File: config.mk
export PLATFORM = sky130hd
export DESIGN_NAME = multiplier_iter
export DESIGN_NICKNAME = d
export VERILOG_FILES = /design/src/rtl/multiplier_pkg.sv /design/src/rtl/multiplier_cond_neg.sv /design/src/rtl/multiplier_iter.sv
export SDC_FILE = /design/constraint.sdc
export NUM_CORES = 1
export LEC_CHECK = 0
export CAP_MARGIN = 20
export CORE_MARGIN = 3
export CORE_UTILIZATION = 50
export CTS_CLUSTER_DIAMETER = 150
export DETAILED_ROUTE_END_ITERATION = 6
export PLACE_DENSITY = 0.7
export SLEW_MARGIN = 20
export SYNTH_ARGS = -nofsm -noshare
export SYNTH_HDL_FRONTEND = slang
export SYNTH_HIERARCHICAL = 1
export SYNTH_SLANG_ARGS = --single-unit
export TNS_END_PERCENT = 100
File: constraint.sdc
create_clock -name clk_i -period 6.4 [get_ports clk_i]
set_clock_uncertainty 0.05 [all_clocks]
set_input_delay 1.6 -clock clk_i [delete_from_list [all_inputs] [get_ports clk_i]]
set_output_delay 1.6 -clock clk_i [all_outputs]
set_load 0.01 [all_outputs]
File: src/rtl/multiplier_pkg.sv
// rtl/multiplier_pkg.sv - shared types and configuration helpers for multiplier_iter
// Contents: state_e FSM encoding, width_ok() configuration check, cnt_width() counter sizing.
package multiplier_pkg;

    typedef enum logic [1:0] {
        eIdle = 2'd0,
        eCalc = 2'd1,
        eDone = 2'd2
    } state_e;

    // Legal configuration: at least 2 bits wide and a whole number of digits per operand.
    function automatic bit width_ok(input int width, input int bits_per_iter);
        return (width >= 2) && (bits_per_iter > 0) && ((width % bits_per_iter) == 0);
    endfunction

    // Iteration counter width; a single-iteration build still needs one bit.
    function automatic int cnt_width(input int iters);
        return (iters > 1) ? $clog2(iters) : 1;
    endfunction

endpackage

File: src/rtl/multiplier_cond_neg.sv
// rtl/multiplier_cond_neg.sv - conditional two's-complement negation
// Ports: value (operand), negate (1 = output -value), result (value or -value, same width).
module multiplier_cond_neg #(
    parameter int width_p = 8
) (
    input  logic [width_p-1:0] value,
    input  logic               negate,
    output logic [width_p-1:0] result
);

    assign result = negate ? (~value + 1'b1) : value;

endmodule

File: src/rtl/multiplier_iter.sv
// rtl/multiplier_iter.sv - iterative shift-add multiplier, signed or unsigned per operation
// Ports: clk_i/reset_i (async active-high), v_i/ready_o input handshake with a_i, b_i, signed_i;
//        v_o/yumi_i output handshake with c_o (2*width_p-bit product).
module multiplier_iter
    import multiplier_pkg::*;
#(
    parameter int width_p         = 8,
    parameter int bits_per_iter_p = 1
) (
    input  logic                   clk_i,
    input  logic                   reset_i,
    input  logic                   v_i,
    output logic                   ready_o,
    input  logic [width_p-1:0]     a_i,
    input  logic [width_p-1:0]     b_i,
    input  logic                   signed_i,
    output logic                   v_o,
    output logic [2*width_p-1:0]   c_o,
    input  logic                   yumi_i
);

    localparam int iters_lp = width_p / bits_per_iter_p;
    localparam int cnt_w_lp = cnt_width(iters_lp);
    localparam int pw_lp    = 2 * width_p;

    if (!width_ok(width_p, bits_per_iter_p)) begin : g_cfg_check
        $error("multiplier_iter: width_p must be >= 2 and divisible by bits_per_iter_p");
    end

    state_e                state_r, state_n;
    logic [width_p-1:0]    a_r, b_r;
    logic [width_p-1:0]    a_mag, b_mag;
    logic [pw_lp-1:0]      acc_r;
    logic [pw_lp-1:0]      pp;
    logic [cnt_w_lp-1:0]   cnt_r;
    logic                  neg_r;
    logic                  accept;
    logic                  last_iter;

    // Operands are stored as magnitudes so the core loop is a plain unsigned
    // shift-add; the sign is reapplied once on the way out.
    multiplier_cond_neg #(.width_p(width_p)) u_a_mag (
        .value  (a_i),
        .negate (signed_i & a_i[width_p-1]),
        .result (a_mag)
    );

    multiplier_cond_neg #(.width_p(width_p)) u_b_mag (
        .value  (b_i),
        .negate (signed_i & b_i[width_p-1]),
        .result (b_mag)
    );

    // Output comes straight from registers, so c_o cannot move while the
    // consumer stalls and clears the instant reset clears acc_r/neg_r.
    multiplier_cond_neg #(.width_p(pw_lp)) u_result (
        .value  (acc_r),
        .negate (neg_r),
        .result (c_o)
    );

    assign accept    = v_i & ready_o;
    assign last_iter = (cnt_r == cnt_w_lp'(iters_lp - 1));

    // One digit of the multiplier times the full multiplicand, placed at the
    // digit's weight within the double-width accumulator.
    always_comb begin
        pp = ({{width_p{1'b0}}, a_r} * pw_lp'(b_r[bits_per_iter_p-1:0]))
             << (int'(cnt_r) * bits_per_iter_p);
    end

    always_ff @(posedge clk_i or posedge reset_i) begin
        if (reset_i) begin
            state_r <= eIdle;
        end else begin
            state_r <= state_n;
        end
    end

    always_comb begin
        state_n = state_r;
        ready_o = 1'b0;
        v_o     = 1'b0;
        case (state_r)
            eIdle: begin
                ready_o = 1'b1;
                if (v_i) state_n = eCalc;
            end
            eCalc: begin
                if (last_iter) state_n = eDone;
            end
            eDone: begin
                v_o = 1'b1;
                if (yumi_i) state_n = eIdle;
            end
            default: state_n = eIdle;
        endcase
    end

    always_ff @(posedge clk_i or posedge reset_i) begin
        if (reset_i) begin
            a_r   <= '0;
            b_r   <= '0;
            acc_r <= '0;
            cnt_r <= '0;
            neg_r <= 1'b0;
        end else if (accept) begin
            a_r   <= a_mag;
            b_r   <= b_mag;
            neg_r <= signed_i & (a_i[width_p-1] ^ b_i[width_p-1]);
            acc_r <= '0;
            cnt_r <= '0;
        end else if (state_r == eCalc) begin
            acc_r <= acc_r + pp;
            b_r   <= b_r >> bits_per_iter_p;
            cnt_r <= cnt_r + 1'b1;
        end
    end

    // Taking a result that is not being offered is a consumer bug.
    yumi_only_when_valid: assert property (@(posedge clk_i) disable iff (reset_i) yumi_i |-> v_o);

endmodule

==> metrics.md <==
| Metric | Value |
|---|---|
| Final worst path period share | 60.8% |
| Worst r2r dst | acc_r[13] |
| DP Worst Slack | 2.65 ns |
| Antenna Violating Nets Remaining | 0 |
| Hold slack final | 0.451 ns |
| Clock sink count | 38 |
| Clk slew on worst S/H paths | 0.08 ns |
| Met2 WL | 3420 um |
| Antenna violations before repair | 0 |
| GPL Wtd Cong | 0.915 |
| R2R cell count | 10 |
| # nets final | 468 |
| Die Width | 88.1 um |
| RSZ-0062 raised after global routing | no |
| Routed met3 length | 382 um |
| Cell variety after synth | 55 |
| CP max FO | 5 |
| Most frequent cell after synthesis | nand2_1 |
| Worst Slack Setup Final | 2.51 ns |
| Min-delay src | acc_r[15] |
| Final Max Slew Viols | 0 |
| Setup TNS | 0 ns |
| Vias | 2,915 |
| Largest net degree at the start of global routing | 39 |
| Reg-to-reg critical path startpoint | cnt_r[0] |
| Maximum vdd drop | 157 uV |
| Critical Path Start | acc_r[4] |
| Vert. Die Dim | 88.1 um |
| Worst min-delay path class | flop to flop |
| WP data required | 4.75 ns |
| Max-cap violations | 0 |
| Total gr overflow | 0 |
| Drt drc | 0 |
| Fraction of layout instances using a drive strength above 1 | 9.39% |
| Util after Layout | 60.0% |
| Root Driver | clkbuf_8 |
| Drt first pass iters | 4 |
| Multi-input logic area | 0.00226 sq mm |
| Final hold viol count | 0 |
| Hold path cells | 1 |
| Ports | 39 |
| Crit start category | flop |
| Final Setup Violations | 0 |
| Min-Delay Endpoint | acc_r[15] |
| Synthesis Warnings | 6 |
| DR WL/cell | 14.7 um |
| H-tree depth | 2 |
| Power density over the cells | 451 mW/mm^2 |
| Most instantiated cells after synthesis | nand2_1 (57), o21ai_0 (41), dfrtp_1 (38), xnor2_1 (26), ha_1 (21) |
| R2R setup slack | 3.10 ns |
| Status | completed |
| Synth top area share | 28.2% |
| First-pass GRT wire length | 12,800 um |
| Most common flop cell mapped by yosys | dfrtp_1 |
| Post-synth EDFFs | 0 |
| Setup Buffers After CTS | 0 |
| #FFs+latches synth | 38 |
| Critical setup path kind | flop to primary output |
| Slew margin rel. | 32.7% |
| Tot GR Track Use | 20.9% |
| Inserted Diodes | 0 |
| Yosys top cell by area | dfrtp_1 |
| DRT met1 WL | 3380 um |
| Die area | 0.00776 sq mm |
| Post-Syn Instances | 399 |
| Worst-Margin Slew | 1.01 ns |
| Register Area | 951 sq um |
| Syn_nets | 442 |
| Number of global-route vias before repair | 2,877 |
| Initial Util | 52.2% |
| Violation count after the first detailed-route iteration | 105 |
| Post-synthesis sequential area ratio | 28.2% |
| Critical Path End Type | primary output |
| DRT Wirelength | 7410 um |
| Via density | 5.80 |
| Area growth from synthesis to layout | 15.0% |
| TritonCTS clock tree | done |
| WP data arrival | 2.24 ns |
| Cell Rows | 29 |
| Total CTS buffers | 5 |
| Post-Syn Area | 0.00337 sq mm |
| Ranking of synthesized cells by area | dfrtp_1 (28%), ha_1 (7.8%), xnor2_1 (6.8%) |
| Syn Area/Cell | 8.45 sq um |
| CTS Buffer Depth | 2 |
| Core ar. | 0.00646 sq mm |
| DPL Wire Length | 5610 um |
| Count of input and output buffers | 38 |
| Clk_lat worst skew | 0.30 ns |
| Top Metal Used | met4 |
| Hold-fix buffers at CTS | 0 |
| FMAX | 257 MHz |
| P_leak | 1.61 nW |
| CTS resizes | 0 |
| Total power | 0.00175 W |
| Post-synth ARST share | 100% |
| FILL cells | 592 |
| Fin crit period | 3.89 ns |
## worst max-delay path: stages (launching register included)
cell and delay, ns:
dfrtp_1 0.46, nor4_4 0.34, nand2_2 0.15, o31ai_2 0.28
xnor2_1 0.16, clkdlybuf4s50_1 0.55
## metrics by stage
stage	std cells	cell area, sq um
3_3_place_gp	495	3760
4_1_cts	503	3880
3_5_place_dp	495	3760
2_1_floorplan	399	3370
5_1_grt	503	3880
6_report	503	3880
## cells by family (layout without fill, tap and decap cells)
logic type / count (synthesis) / count (layout) / synth area share, %
AO/OA/AOI/OAI: 117 / 117 / 23.8
XOR/XNOR: 32 / 32 / 8.31
adder cells (fa/ha/maj): 22 / 22 / 8.39
buffers and inverters: 36 / 63 / 4.60
flip-flops: 38 / 38 / 28.2
multiplexers: 17 / 17 / 5.53
AND/OR/NAND/NOR: 137 / 137 / 21.2
## state kept, by name, summed over array words and instances (netlist names)
| name | count |
|---|---|
| neg_r | 1 |
| b_r | 8 |
| a_r | 8 |
| acc_r | 16 |
| state_r | 2 |
| cnt_r | 3 |
## final cells by class
| class | instances | share of cell area, % |
|---|---|---|
| multi-input combinational | 325 | 58.4 |
| sequential | 38 | 24.5 |
| timing repair buffer | 40 | 10.2 |
| tap | 77 | 2.48 |
| clock buffer | 5 | 1.77 |
| inverter | 15 | 1.45 |
| clock inverter | 3 | 1.16 |
## worst max path at each step
stage,endpoint,depth (start not counted)
2_1_floorplan,c_o[11],3
3_3_place_gp,acc_r[12],6
3_5_place_dp,acc_r[12],6
4_1_cts,c_o[13],5
5_1_grt,c_o[13],5
6_report,c_o[13],5
## power breakdown
part           switching [W]  leakage [nW]  internal (W)
sequential          0.000170         0.480      0.000338
clock              0.0000949        0.0504      0.000116
combinational       0.000518          1.08      0.000512
total               0.000782          1.61      0.000967
## cells in the final DEF, fill, tap and decap left out, drive strengths merged, types with 3 or more instances in the layout
| master | instances |
|---|---|
| dfrtp | 38 |
| mux2 | 13 |
| nor2 | 19 |
| nand3 | 11 |
| or3 | 9 |
| a31oi | 3 |
| clkdlybuf4s50 | 38 |
| and2 | 5 |
| nand2b | 9 |
| mux2i | 4 |
| nand2 | 59 |
| o21a | 6 |
| nor3 | 6 |
| o211ai | 4 |
| o21ai | 46 |
| ha | 21 |
| xnor2 | 26 |
| a22o | 4 |
| a21oi | 18 |
| and3b | 7 |
| xor2 | 6 |
| o31ai | 11 |
| a21o | 3 |
| a211oi | 5 |
| inv | 15 |
| clkbuf | 5 |
## per-layer routing
layer  vias to the layer above  global-route usage [%]
met5                         -                       0
met4                         0                    8.38
met3                        18                    3.86
met2                        91                    35.7
met1                      1311                    26.0
li1                       1495                       -
Note: power is estimated with default switching activity, not from simulation.
